## src/rtl/alu_req_arbiter.sv

```systemverilog
// Round-robin arbiter/sequencer sharing one registered arithmetic unit between two
// requesters; divide-by-zero is trapped before issue and answered directly.
module alu_req_arbiter #(
  parameter int DATA_WIDTH = 16
) (
  input  logic                  Clk,
  input  logic                  RST,
  input  logic [1:0]            req_valid,
  output logic [1:0]            req_ready,
  input  logic [DATA_WIDTH-1:0] req0_A,
  input  logic [DATA_WIDTH-1:0] req0_B,
  input  logic [DATA_WIDTH-1:0] req1_A,
  input  logic [DATA_WIDTH-1:0] req1_B,
  input  logic [1:0]            req0_fun,
  input  logic [1:0]            req1_fun,
  output logic [DATA_WIDTH-1:0] au_A,
  output logic [DATA_WIDTH-1:0] au_B,
  output logic [1:0]            au_fun,
  output logic                  au_enable,
  input  logic [DATA_WIDTH-1:0] au_out,
  input  logic                  au_flag,
  input  logic                  au_carry,
  output logic                  rsp_valid,
  input  logic                  rsp_ready,
  output logic                  rsp_id,
  output logic [DATA_WIDTH-1:0] rsp_data,
  output logic                  rsp_carry,
  output logic                  rsp_err
);

  typedef enum logic [1:0] {
    IDLE  = 2'd0,
    ISSUE = 2'd1,
    WAIT  = 2'd2,
    RESP  = 2'd3
  } state_t;

  state_t                state;
  logic                  last_id;
  logic                  grant_any;
  logic                  grant_id;
  logic                  div_zero;
  logic [DATA_WIDTH-1:0] sel_A;
  logic [DATA_WIDTH-1:0] sel_B;
  logic [1:0]            sel_fun;

  // Accept strobe is combinational so the requester sees it in the cycle its operands are latched
  always_comb begin
    grant_any = RST && (state == IDLE) && (req_valid != 2'b00);
    grant_id  = (req_valid == 2'b11) ? ~last_id : req_valid[1];
    sel_A     = grant_id ? req1_A : req0_A;
    sel_B     = grant_id ? req1_B : req0_B;
    sel_fun   = grant_id ? req1_fun : req0_fun;
    div_zero  = (sel_fun == 2'b11) && (sel_B == '0);
    req_ready = 2'b00;
    if (grant_any) begin
      req_ready = grant_id ? 2'b10 : 2'b01;
    end
  end

  // last_id resets to 1 so that the first contention goes to requester 0
  always_ff @(posedge Clk or negedge RST) begin
    if (!RST) begin
      state     <= IDLE;
      last_id   <= 1'b1;
      au_A      <= '0;
      au_B      <= '0;
      au_fun    <= 2'b00;
      au_enable <= 1'b0;
      rsp_valid <= 1'b0;
      rsp_id    <= 1'b0;
      rsp_data  <= '0;
      rsp_carry <= 1'b0;
      rsp_err   <= 1'b0;
    end else begin
      case (state)
        IDLE: begin
          if (grant_any) begin
            au_A    <= sel_A;
            au_B    <= sel_B;
            au_fun  <= sel_fun;
            rsp_id  <= grant_id;
            last_id <= grant_id;
            if (div_zero) begin
              rsp_data  <= '0;
              rsp_carry <= 1'b0;
              rsp_err   <= 1'b1;
              rsp_valid <= 1'b1;
              state     <= RESP;
            end else begin
              au_enable <= 1'b1;
              state     <= ISSUE;
            end
          end
        end
        ISSUE: begin
          au_enable <= 1'b0;
          state     <= WAIT;
        end
        WAIT: begin
          rsp_data  <= au_out;
          rsp_carry <= au_carry;
          rsp_err   <= ~au_flag;
          rsp_valid <= 1'b1;
          state     <= RESP;
        end
        RESP: begin
          if (rsp_ready) begin
            rsp_valid <= 1'b0;
            state     <= IDLE;
          end
        end
        default: state <= IDLE;
      endcase
    end
  end

endmodule

```

## config.mk

```make
export PLATFORM = sky130hd
export DESIGN_NAME = alu_req_arbiter
export DESIGN_NICKNAME = d
export VERILOG_FILES = /design/src/rtl/alu_req_arbiter.sv
export SDC_FILE = /design/constraint.sdc
export NUM_CORES = 1
export LEC_CHECK = 0
export BUFFER_PORTS_ARGS = -buffer_cell sky130_fd_sc_hd__buf_2
export CAP_MARGIN = 30
export CORE_ASPECT_RATIO = 1.75
export CORE_MARGIN = 2
export CORE_UTILIZATION = 46
export CTS_BUF_LIST = sky130_fd_sc_hd__clkbuf_2 sky130_fd_sc_hd__clkbuf_4 sky130_fd_sc_hd__clkbuf_8
export CTS_CLUSTER_SIZE = 14
export DETAILED_ROUTE_END_ITERATION = 10
export PLACE_DENSITY = 0.83
export SLEW_MARGIN = 20
export SYNTH_ARGS = -nofsm -noshare
export SYNTH_HDL_FRONTEND = slang
export SYNTH_SLANG_ARGS = --single-unit
```

## constraint.sdc

```tcl
create_clock -name Clk -period 2.37 [get_ports Clk]
set_input_delay 0.1185 -clock Clk [delete_from_list [all_inputs] [get_ports Clk]]
set_output_delay 0.1185 -clock Clk [all_outputs]
set_load 0.01 [all_outputs]
```

==> flow_summary_export.csv <==
group,metric,value,unit
clock_network,clkSlewWorstSetupHoldPaths,0.07,ns
detailed_routing,ant_nets,0,
final_layout,final_cells,476,
final_layout,layout-drive-gt1-share,45.86,%
sta,slew_violations,0,
sta,period_minus_slack,2.215,ns
global_routing,grt_pass1_wl,11600,µm
sta,relSlewSlack,67.50,%
global_routing,grt_pass1_vias,2598,
floorplan,num_rows,36,
logic_synthesis,async_flop_share,100.0,%
sta,max_slew.worst_pin.slew,0.4857,ns
detailed_routing,avgRoutedWirePerCell,16.07,µm
setup_path,cpMaxStageDelayCell,"dlygate4sd3_1",
logic_synthesis,synth_seq_cells,58,
floorplan,die_y,104.4,µm
detailed_routing,first_pass_iters,7,
sta,period_share,93.44,%
floorplan,core_area,5585,µm²
sta,rsz0062_at_grt,"no",
logic_synthesis,yosysUniqueCellTypes,34,
power_and_ir_drop,p_int,2.925,mW
clock_network,tritoncts,"done",
sta,fin_skew,0.008091,ns
final_layout,final_cell_mix,"buf_2 (147), dfrtp_1 (56), inv_1 (21), mux2i_1 (19), o21ai_0 (19)",
power_and_ir_drop,power.leakage,2.062,nW
final_layout,multi_input_area,1030,µm²
setup_path,worst-setup-path-type,"flop to flop",
final_layout,finish.net_count,490,
placement,io_buffer_count,147,
logic_synthesis,ys_warn_count,0,
floorplan,ioPinCount,148,
logic_synthesis,mappedNetlistArea,2648,µm²
setup_path,end_kind,"flop",
final_layout,fillCellCount,468,
logic_synthesis,synth_top_area_share,53.88,%
floorplan,die_w,61.35,µm
clock_network,htreeDepth,3,
setup_path,startpoint_type,"flop",
power_and_ir_drop,power_density,1195,nW/µm²
placement,dpl.cell_count,440,
floorplan,die_area,6402,µm²
power_and_ir_drop,seqPwrFrac,37.1,%
power_and_ir_drop,p_switching,1.705,mW
sta,fin_setup_tns,0,ns
power_and_ir_drop,ir_drop,0.6589,mV
placement,place.gp.congestion,0.8060,
detailed_routing,drt-total-wl,7648,µm
job,cap_violations,0,
power_and_ir_drop,combinationalPowerShare,43.3,%
global_routing,antenna_found_initial,0,
detailed_routing,vias,2585,
global_routing,grt_max_degree,36,
detailed_routing,drt_iter0_markers,219,
global_routing,grt.overflow.total,0,
power_and_ir_drop,netSwitchingFraction,36.82,%
setup_path,crit_top_cell,"inv_1",
logic_synthesis,synth_area_leader_cell,"dfrtp_1",
power_and_ir_drop,power_frac_clock,19.6,%
clock_network,cts_buffers,9,
floorplan,initial_core_util,47.40,%
final_layout,ff_latch_area,1454,µm²
logic_synthesis,synth-edff-count,0,
logic_synthesis,postSynthCellCount,222,
final_layout,syn2layout_area_growth,46.31,%
setup_path,path_cells,"inv_1 -> ha_1 -> o211ai_1 -> nor2_1 -> buf_4 -> a222oi_1 -> dlygate4sd3_1 -> inv_1",
placement,dp_hpwl,5570,µm
logic_synthesis,yosys-top-cells-area,"dfrtp_1 (54%), mux2i_1 (7.2%), a32o_1 (6.4%)",
detailed_routing,avgViaCountPerCell,5.431,
setup_path,cp_data_required_time,2.60,ns
min_path,hp-class,"primary input to flop",
run_status,outcome,"finished clean",
sta,hold_viol,0,
clock_network,clk_latency,0.33,ns
global_routing,grt_usage,24.34,%
setup_path,slowest_delay,0.59,ns
setup_path,worstPathMaxFanout,17,
logic_synthesis,syn-num-nets,318,
final_layout,final_common_cell,"buf_2",
sta,setup_viol,0,
clock_network,cts.sink_count,58,
clock_network,clockBufferDepth,2,
detailed_routing,route.detailed.drc,0,
logic_synthesis,syn_avg_cell_area,11.93,µm²
logic_synthesis,synth_ff_type,"dfrtp_1",
logic_synthesis,ys_seq_area_share,54.87,%
sta,max_freq,451.6,MHz
setup_path,crit_arrival,2.44,ns
clock_network,cts-root-buf,"clkbuf_8",
==> synth_stat cells, drive strengths merged (2+ instances only) <==
| library cell | count |
|---|---|
| buf | 9 |
| a21oi | 4 |
| ha | 5 |
| nor4b | 2 |
| nor4 | 6 |
| a222oi | 16 |
| dfrtp | 57 |
| a32o | 17 |
| o21ai | 20 |
| mux2i | 19 |
| nand3b | 2 |
| nand2 | 18 |
| a21o | 2 |
| and3 | 2 |
| inv | 21 |
| clkbuf | 7 |
==> metal layers <==
metal | vias up | global-route usage (%) | part of all wire [%]
met5 | - | 0 | 0
met4 | 0 | 10.03 | 2.3
met3 | 15 | 6.219 | 6.0
met2 | 141 | 44.07 | 56
met1 | 1242 | 24.80 | 36
li1 | 1187 | - | -
==> critical path: cells and delay by family, from the launching register on <==
family	cells	cell delay (ns)
fa+ha+maj	1	0.21
simple gates	1	0.11
buf+inv	4	0.92
compound gates	2	0.46
flops	1	0.41
==> power by group through the flow <==
stage | combinational (mW) | sequential, mW | clock [mW]
final | 2.00 | 1.72 | 0.909
after global routing | 2.22 | 1.77 | 0.978
after CTS | 2.01 | 1.72 | 0.932
after detailed placement | 1.95 | 1.73 | 0
after global placement | 1.89 | 1.71 | 0
after floorplan | 0.980 | 1.92 | 0
==> cells by family (layout without fill, tap and decap cells) <==
family	Yosys count	count (layout)	share of synthesized area (%)
muxes	19	19	7.183
other	0	1	0
adders and majority gates	5	5	2.363
AOI/OAI and AO/OA	68	68	22.02
buffers and inverters	37	214	6.239
DFF	58	58	54.87
and+or+nand+nor	35	35	7.325
==> timing repair <==
action / 4_1_cts / 5_1_grt
endpoints found under the hold margin: 73 / 0
endpoints found under the setup margin: 0 / 2
buffers inserted: 0 / 1
hold buffers: 19 / 0
gates resized for setup: 0 / 2
==> registers in the layout (all words and copies together) (netlist names) <==
name / count
au_A: 16
au_B: 16
au_enable: 1
au_fun: 2
last_id: 1
rsp_carry: 1
rsp_data: 16
rsp_err: 1
rsp_id: 1
rsp_valid: 1
state: 2
==> path summary, 6_finish.rpt <==
kind	startpoint	endpoint	slack [ns]	depth (start not counted)
worst max-delay path	state[0]	au_A[15]	0.16	8
min in group asynchronous	RST	state[0]	0.37	3
max in group asynchronous	RST	last_id	1.68	3
worst min-delay path	req1_A[1]	au_A[1]	0.01	3
worst min register to register	au_B[0]	au_B[0]	0.48	2
worst max register to register	state[0]	au_A[15]	0.16	8
==> layout make-up <==
class / instances / area share (%)
flip-flops and latches: 58 / 37.53
multi-input cells: 127 / 26.58
repair buffers: 177 / 26.07
clock buffers: 11 / 3.908
well taps: 76 / 2.455
inverters: 21 / 2.035
clock inverters: 5 / 1.357
diodes: 1 / 0.06460
==> stage by stage <==
stage / hold WS [ns] / total power [mW] / instance area [µm²] / utilization (%) / worst slack (ns)
3_3_place_gp: 0.1964 / 3.596 / 3475 / 62.21 / 0.4766
4_1_cts: 0.001716 / 4.662 / 3869 / 69.27 / 0.1464
5_1_grt: 0.008369 / 4.967 / 3871 / 69.31 / 0.03961
2_1_floorplan: -0.1771 / 2.900 / 2648 / - / 0.5212
6_report: 0.01235 / 4.630 / 3874 / 69.35 / 0.1555
3_5_place_dp: 0.1974 / 3.689 / 3475 / 62.21 / 0.3970
(Power assumes the default switching activity.)
